===== config.mk =====
export PLATFORM = sky130hd
export DESIGN_NAME = race_start_sequencer
export DESIGN_NICKNAME = d
export VERILOG_FILES = /design/src/rtl/race_pkg.sv /design/src/rtl/race_start_sequencer_step_prescaler.sv /design/src/rtl/race_start_sequencer.sv
export SDC_FILE = /design/constraint.sdc
export NUM_CORES = 1
export LEC_CHECK = 0
export ABC_CLOCK_PERIOD_IN_PS = 3550
export BUFFER_PORTS_ARGS = -buffer_cell sky130_fd_sc_hd__buf_2
export CAP_MARGIN = 30
export CELL_PAD_IN_SITES_DETAIL_PLACEMENT = 0
export CELL_PAD_IN_SITES_GLOBAL_PLACEMENT = 1
export CORE_MARGIN = 5
export CORE_UTILIZATION = 48
export DETAILED_ROUTE_END_ITERATION = 12
export HOLD_SLACK_MARGIN = 0.12
export PLACE_DENSITY_LB_ADDON = 0.1
export SLEW_MARGIN = 10
export SYNTH_ARGS = -nofsm -noshare
export SYNTH_HDL_FRONTEND = slang
export SYNTH_SLANG_ARGS = --single-unit

===== constraint.sdc =====
create_clock -name clk -period 3.55 [get_ports clk]
set_input_delay 0.5325 -clock clk [delete_from_list [all_inputs] [get_ports clk]]
set_output_delay 0.5325 -clock clk [all_outputs]
set_load 0.03 [all_outputs]

===== src/rtl/race_pkg.sv =====
// ---------------------------------------------------------------------------
// Module : race_pkg
// Brief  : State encoding shared by the race start sequencer.
// Rev    : 1.0
// ---------------------------------------------------------------------------
`default_nettype none

package race_pkg;

  localparam int STATE_W = 2;

  typedef enum logic [STATE_W-1:0] {
    ST_IDLE     = 2'd0,
    ST_COUNTING = 2'd1,
    ST_GO       = 2'd2,
    ST_RACING   = 2'd3
  } race_state_e;

endpackage

`default_nettype wire


===== src/rtl/race_start_sequencer_step_prescaler.sv =====
// ---------------------------------------------------------------------------
// Module : step_prescaler
// Brief  : Divides clk into one tick every TICK_CLK_COUNT enabled cycles.
// Rev    : 1.0
// ---------------------------------------------------------------------------
`default_nettype none

module step_prescaler #(
  parameter int TICK_CLK_COUNT = 50000000
) (
  input  logic clk,
  input  logic reset,
  input  logic clear,
  input  logic enable,
  output logic tick
);

  localparam int PW = $clog2(TICK_CLK_COUNT);
  localparam logic [PW-1:0] LAST = PW'(TICK_CLK_COUNT - 1);

  logic [PW-1:0] count_q;
  logic [PW-1:0] count_d;

  // Clear wins over enable so an aborted step can never produce a tick.
  assign tick = enable && !clear && (count_q == LAST);

  always_comb begin
    count_d = count_q;
    if (clear) begin
      count_d = '0;
    end else if (enable) begin
      count_d = (count_q == LAST) ? '0 : count_q + 1'b1;
    end
  end

  always_ff @(posedge clk) begin
    if (reset) begin
      count_q <= '0;
    end else begin
      count_q <= count_d;
    end
  end

endmodule

`default_nettype wire


===== src/rtl/race_start_sequencer.sv =====
// ---------------------------------------------------------------------------
// Module : race_start_sequencer
// Brief  : Lobby controller: waits for ready players, counts down, strobes go.
// Rev    : 1.0
// ---------------------------------------------------------------------------
`default_nettype none

module race_start_sequencer
  import race_pkg::*;
#(
  parameter int N_PLAYERS        = 4,
  parameter int MIN_READY        = 4,
  parameter int TICK_CLK_COUNT   = 50000000,
  parameter int COUNT_START      = 7,
  parameter int CNT_W            = 3,
  parameter int ABORT_ON_UNREADY = 1
) (
  input  logic                             clk,
  input  logic                             reset,
  input  logic [N_PLAYERS-1:0]             ready,
  input  logic                             race_over,
  output logic                             is_in_menu,
  output logic [CNT_W-1:0]                 countdown,
  output logic                             go,
  output logic                             activity,
  output logic [$clog2(N_PLAYERS+1)-1:0]   ready_count
);

  localparam int RC_W = $clog2(N_PLAYERS + 1);
  localparam logic [RC_W-1:0]  MIN_READY_C   = RC_W'(MIN_READY);
  localparam logic [CNT_W-1:0] COUNT_START_C = CNT_W'(COUNT_START);

  if (MIN_READY < 1 || MIN_READY > N_PLAYERS) begin : g_bad_min_ready
    $error("MIN_READY must be in 1..N_PLAYERS");
  end
  if (COUNT_START < 1 || COUNT_START > (2**CNT_W) - 1) begin : g_bad_count_start
    $error("COUNT_START must be in 1..2**CNT_W-1");
  end
  if (TICK_CLK_COUNT < 2) begin : g_bad_tick
    $error("TICK_CLK_COUNT must be at least 2");
  end

  function automatic logic [RC_W-1:0] popcount(input logic [N_PLAYERS-1:0] v);
    logic [RC_W-1:0] n;
    n = '0;
    for (int i = 0; i < N_PLAYERS; i++) begin
      n = n + RC_W'(v[i]);
    end
    return n;
  endfunction

  race_state_e      state_q, state_d;
  logic [CNT_W-1:0] countdown_q, countdown_d;
  logic             go_q, go_d;
  logic             activity_q, activity_d;
  logic             in_menu_q, in_menu_d;
  logic             enough_ready;
  logic             abort;
  logic             tick;

  assign ready_count  = popcount(ready);
  assign enough_ready = (ready_count >= MIN_READY_C);
  assign abort        = (ABORT_ON_UNREADY != 0) && (state_q == ST_COUNTING) && !enough_ready;

  step_prescaler #(
    .TICK_CLK_COUNT(TICK_CLK_COUNT)
  ) u_prescaler (
    .clk   (clk),
    .reset (reset),
    .clear ((state_q != ST_COUNTING) || abort),
    .enable(state_q == ST_COUNTING),
    .tick  (tick)
  );

  always_comb begin
    state_d     = state_q;
    countdown_d = countdown_q;
    go_d        = 1'b0;
    activity_d  = 1'b0;
    in_menu_d   = in_menu_q;
    case (state_q)
      ST_IDLE: begin
        in_menu_d   = 1'b1;
        countdown_d = '0;
        if (enough_ready) begin
          state_d     = ST_COUNTING;
          countdown_d = COUNT_START_C;
        end
      end
      ST_COUNTING: begin
        if (abort) begin
          state_d     = ST_IDLE;
          countdown_d = '0;
        end else if (tick) begin
          activity_d = 1'b1;
          if (countdown_q > CNT_W'(1)) begin
            countdown_d = countdown_q - 1'b1;
          end else begin
            state_d     = ST_GO;
            countdown_d = '0;
            go_d        = 1'b1;
            in_menu_d   = 1'b0;
          end
        end
      end
      ST_GO: begin
        state_d   = ST_RACING;
        in_menu_d = 1'b0;
      end
      ST_RACING: begin
        if (race_over) begin
          state_d     = ST_IDLE;
          in_menu_d   = 1'b1;
          countdown_d = '0;
        end
      end
      default: begin
        state_d     = ST_IDLE;
        in_menu_d   = 1'b1;
        countdown_d = '0;
      end
    endcase
  end

  always_ff @(posedge clk) begin
    if (reset) begin
      state_q     <= ST_IDLE;
      countdown_q <= '0;
      go_q        <= 1'b0;
      activity_q  <= 1'b0;
      in_menu_q   <= 1'b1;
    end else begin
      state_q     <= state_d;
      countdown_q <= countdown_d;
      go_q        <= go_d;
      activity_q  <= activity_d;
      in_menu_q   <= in_menu_d;
    end
  end

  assign is_in_menu = in_menu_q;
  assign countdown  = countdown_q;
  assign go         = go_q;
  assign activity   = activity_q;

endmodule

`default_nettype wire


==> impl_results.md, run 1 <==
- DP Area: 0.00196 mm2
- RSZ-0062 raised after global routing: no
- Slew Limit Fails: 0
- HP Class: in2reg
- Register Area: 681 um2
- TritonRoute pass-1 iters: 4
- # rows: 22
- Top cell type's share of synthesized area: 36.6%
- Most utilized layer in the global route result: met2
- Grt ovf: 0
- Post-synthesis sequential area ratio: 36.6%
- Leakage power: 0.000766 uW
- HPWL Detailed: 2710 um
- Peak VDD IR: 363 uV
- #FFs+latches synth: 34
- Netlist cell types: 42
- Period minus WS final: 2.36 ns
- Vias in the first global route: 1490
- Vias post-DR: 1499
- Routed wire length: 3700 um
- Routed Antenna Nets: 0
- Highest clock rate: 0.423 GHz
- Mean post-synth cell area: 8.53 um2
- Worst-Skew Late Latency: 0.29 ns
- Finished Layout Cells: 282
- Pwr/cell area: 442 mW/mm2
- Via-per-instance ratio: 5.32
- Root Buffer: clkbuf_8
- Async set-or-reset flop fraction in the synthesized netlist: 0%
- CP max stage delay: 0.69 ns
- Synthesized cell area: 0.00186 mm2
- First-pass GRT wire length: 6710 um
- Largest area contributor in the netlist: dfxtp_1
- Min-delay src: reset
- Worst Path Required: 3.72 ns
- WHS Endpoint: state_q[0]
- Antenna violations before repair: 0
- CTS max path bufs: 2
- Die W: 72.2 um
- Met2 usage: 24.4%
- Met1 GRT Util: 21.5%
- Final setup vio count: 0
- Cell family contributing the most delay on the critical path: simple AND/OR/NAND/NOR gates
- Sum of negative setup slack: 0 ns
- Fillers: 345
- Final GP Congestion: 0.790
- Core Box Area: 0.00372 mm2
- Nets: 251
- R2R cell count: 7
- GRT Total Usage: 16.1%
- Area grow syn2layout: 13.1%
- Multi-input gate area: 0.00108 mm2
- H-tree Lvls: 2
- # clock sinks: 34
- Hold Buf Count CTS: 0
- Full die area: 0.00522 mm2
- Layout cell share with drive strength beyond 1: 12.8%
- Fin util: 56.6%
- Crit path launch type: register
- Gates resized, CTS repair: 0
- Post-CTS setup buffer count: 0
- Post-synth top cells: nor2_1, dfxtp_1, inv_1
- DP Cell Count: 274
- Crit Path Max Fanout: 13
- DRC viols: 0
- Reg2reg end: u_prescaler.count_q[22]
- Commonest register cell after synthesis: dfxtp_1
- ANT cells: 0
- Synthesized netlist cell count: 218
- # IOs: 16
- Kind of critical path: reg2reg
- CP Data Arrival Time: 2.53 ns
- Grt met3 use: 5.40%
- Crit path depth: 7
- Final Hold Viols: 0
- Most frequent cell after synthesis: nor2_1
- Slew at the pin closest to its max-slew limit: 0.410 ns
- Slowest stage cell, crit path: or4_1
- Largest net degree at the start of global routing: 27
- Total power: 930 uW
- CTS clock-pin slew for the worst setup and hold paths: 0.07 ns
- Post-synth EDFFs: 0
- CP Cell Sequence: inv_1, ha_1, nand4_1, or4_1, nor4_4, xnor2_1, nor2_1
- PortBufs: 15
- CP endpoint kind: register
- Reg2reg setup slack: 1.19 ns
- Outcome: finished clean
- DR iter-0 viols: 89
- Max_cap viols: 0
- Initial Util: 50.0%
- Cell depth of the worst hold path: 2
- Slew HR: 72.3%
- Period utilization: 66.6%
- Design area: 0.00210 mm2
- WP buf/inv: 1
- WL/cell: 13.1 um
- Final Skew: 0.00706 ns
- Synth warn: 0
- Synth area leaders: dfxtp_1, nor2_1, ha_1
- Die height: 72.2 um
- Total CTS buffers: 5
- CTS tree: done
- Synth Net Count: 236
-- worst register-to-register path: stages, from the launching register on --
cell	delay (ns)
dfxtp_1	0.33
inv_1	0.12
ha_1	0.43
nand4_1	0.17
or4_1	0.69
nor4_4	0.30
xnor2_1	0.15
nor2_1	0.05
-- registers in the layout, summed over array words and instances, names as in the netlist, named ones only --
signal	count
u_prescaler.count_q	26
countdown	3
activity	1
go	1
is_in_menu	1
state_q	1
-- per-stage QoR --
stage | hold slack, ns | worst slack, ns
final | 0.510 | 1.19
after global routing | 0.508 | 1.03
after CTS | 0.502 | 1.16
after detailed placement | 0.526 | 1.11
after global placement | 0.509 | 1.16
after floorplan | 0.485 | 1.07
-- how the worst max path moves through the flow --
| stage | from | end | slack [ns] |
|---|---|---|---|
| 3_5_place_dp | ready[0] | countdown[1] | 1.11 |
| 4_1_cts | register | u_prescaler.count_q[22] | 1.16 |
| 2_1_floorplan | ready[0] | is_in_menu | 1.07 |
| 6_report | register | u_prescaler.count_q[22] | 1.19 |
| 3_3_place_gp | ready[0] | is_in_menu | 1.16 |
| 5_1_grt | register | u_prescaler.count_q[24] | 1.03 |
-- metal layers --
layer	up-vias	part of all wire [%]
met4	0	1.0
li1	772	-
met5	-	0
met1	693	50
met2	29	44
met3	5	4.9
-- cells in the final DEF, fill, tap and decap left out, drive strengths merged --
cell	n
and3	1
a311oi	1
inv	16
nor3	11
ha	10
a211oi	2
clkbuf	6
nand2	12
a221oi	1
nand4	9
dfxtp	34
o41ai	2
bufinv	2
nand3	10
and2b	1
nand3b	1
and2	2
xor2	13
buf	16
o21ba	1
nor2	39
and4	7
nor4	1
o31ai	1
a211o	1
xnor2	11
nor4bb	1
nor4b	3
nand2b	3
a21oi	5
fa	1
or4	1
or3	1
a31oi	1
mux2i	1
nor3b	1
a21o	1
o21ai	4
-- where the power goes --
part | internal [uW] | total, uW | leakage (uW) | switching (uW)
clock network | 300 | 443 | 0.0000714 | 143
registers | 387 | 393 | 0.000274 | 6.18
logic | 34.0 | 93.9 | 0.000420 | 59.9
-- cell type report --
class                      count  area share [%]
clock buffer                   6            3.93
timing repair buffer          16            3.93
clock inverter                 2            2.86
sequential                    34            32.4
multi-input combinational    160            51.2
tap                           48            2.86
inverter                      16            2.86
-- logic make-up after synthesis --
kind of cell / Yosys count / share of synthesized area [%]
and+or+nand+nor: 104 / 30.0
DFF: 34 / 36.6
xor gates and xnor gates: 24 / 11.3
buffers and inverters: 24 / 5.45
AOI/OAI and AO/OA: 20 / 8.28
adders and majority gates: 11 / 7.81
muxes: 1 / 0.538
Note: power is estimated with default switching activity, not from simulation.
==> run 2, diff against run 1 <==
Settings changed: ABC_CLOCK_PERIOD_IN_PS 3550 to 2000, CORE_UTILIZATION 48 to 40.
Clock period 3.55 ns to 2 ns, I/O delays scaled along.
==> run 2 against run 1 <==
Net effect:
- register-to-register slack got worse by 1.1 ns
- power rose by 50%
- die area rose by 17%
- largest power group is now registers
- highest routed layer unchanged
==> impl_results.md, run 2 (synthesized netlist as in run 1, its figures left out) <==
- Outcome: finished clean
- Most frequent cells in the layout: nor2_1, dfxtp_1, inv_1, buf_2, buf_4
- # IOs: 16
- CTS max path bufs: 2
- Leakage power: 0.000816 uW
- HP Class: in2reg
- Post-CTS setup buffer count: 0
- WL/cell: 12.8 um
- Root Buffer: clkbuf_8
- Slew Limit Fails: 0
- Max reg flops: 26
- Hold Buf Count CTS: 0
- Die height: 78.2 um
- Fillers: 441
- Total power: 1390 uW
- HPWL Detailed: 2880 um
- CP endpoint kind: output pin
- Period utilization: 95.5%
- Final Skew: 0.00568 ns
- Die W: 78.2 um
- CTS clock-pin slew for the worst setup and hold paths: 0.07 ns
- Antenna violations before repair: 0
- Crit path depth: 7
- Cell depth of the worst hold path: 2
- Slew HR: 74.6%
- # rows: 24
- Total CTS buffers: 5
- Cell family contributing the most delay on the critical path: adder cells
- Final Hold Viols: 0
- GRT Total Usage: 13.0%
- Routed Antenna Nets: 0
- Max_cap viols: 0
- Multi-input gate area: 0.00113 mm2
- ANT cells: 0
- CP max stage delay: 0.53 ns
- Area grow syn2layout: 19.9%
- RSZ-0062 raised after global routing: no
- H-tree Lvls: 2
- Peak VDD IR: 393 uV
- Period minus WS final: 1.91 ns
- Final setup vio count: 0
- Nets: 266
- PortBufs: 15
- Vias post-DR: 1548
- DRC viols: 0
- Gates resized, CTS repair: 0
- Largest net degree at the start of global routing: 27
- TritonRoute pass-1 iters: 4
- Worst Path Required: 1.70 ns
- Crit Path Max Fanout: 1
- CP Cell Sequence: buf_2, inv_1, fa_1, inv_1, ha_2, ha_4, buf_2
- Crit path launch type: primary input
- Sum of negative setup slack: 0 ns
- Grt ovf: 0
- R2R cell count: 7
- CTS tree: done
- Routed wire length: 3840 um
- Full die area: 0.00611 mm2
- Slew at the pin closest to its max-slew limit: 0.376 ns
- Vias in the first global route: 1455
- WP buf/inv: 4
- CP Data Arrival Time: 1.61 ns
- First-pass GRT wire length: 6530 um
- Largest reg by FF count: u_prescaler.count_q
- Worst-Skew Late Latency: 0.28 ns
- Register Area: 681 um2
- Slowest stage cell, crit path: fa_1
- Pwr/cell area: 625 mW/mm2
- Layout cell share with drive strength beyond 1: 21.5%
- Via-per-instance ratio: 5.18
- Initial Util: 41.8%
- DR iter-0 viols: 45
- Leading cell type in the layout, fill and taps excluded: nor2_1
- Kind of critical path: in2out
- Highest clock rate: 0.523 GHz
- Core Box Area: 0.00444 mm2
- Final GP Congestion: 0.801
- # clock sinks: 34
==> run 2: cell type report <==
cell class	count	area share [%]
sequential	34	30.5
multi-input combinational	160	50.6
inverter	16	2.70
timing repair buffer	31	9.49
tap	52	2.92
clock buffer	6	3.71
==> run 2: power breakdown <==
group / total, uW / leakage, uW / internal, uW / switching, uW
Sequential: 696 / 0.000274 / 688 / 8.62
Clock: 502 / 0.0000431 / 266 / 236
Combinational: 195 / 0.000499 / 78.3 / 117
==> run 2: per-stage QoR <==
stage | area (um2) | instances | setup slack (ns) | util (%) | hold WS (ns)
floorplan | 1880 | 218 | -0.0157 | - | 0.372
CTS | 2190 | 299 | 0.0185 | 49.3 | 0.278
global placement | 2110 | 293 | -0.100 | 47.5 | 0.513
detailed placement | 2110 | 293 | -0.192 | 47.5 | 0.526
global route | 2230 | 299 | 0.00614 | 50.1 | 0.289
finish | 2230 | 299 | 0.0896 | 50.1 | 0.289
==> run 2: worst register-to-register path: stages (launching register included) <==
cell and delay (ns):
dfxtp_1 0.39, ha_4 0.18, nand4_1 0.14, or4_4 0.51, buf_6 0.16, nor4_4 0.22
xnor2_1 0.14, nor2_1 0.05
==> run 2: worst paths after layout <==
check | startpoint | endpoint | slack (ns)
min reg2reg | countdown[1] | countdown[1] | 0.53
max | ready[0] | ready_count[1] | 0.09
max reg2reg | u_prescaler.count_q[0] | u_prescaler.count_q[22] | 0.11
min | reset | state_q[0] | 0.29
==> run 2: routing by layer <==
metal  share of wire (%)  vias up  routed length (um)  track usage, %
met3                 2.9        5                 113            3.78
met5                   0        -                   0               0
met2                  46       19                1770            21.7
met4                 1.1        0                  42            3.32
met1                  50      713                1910            16.5
li1                    -      811                   -               -
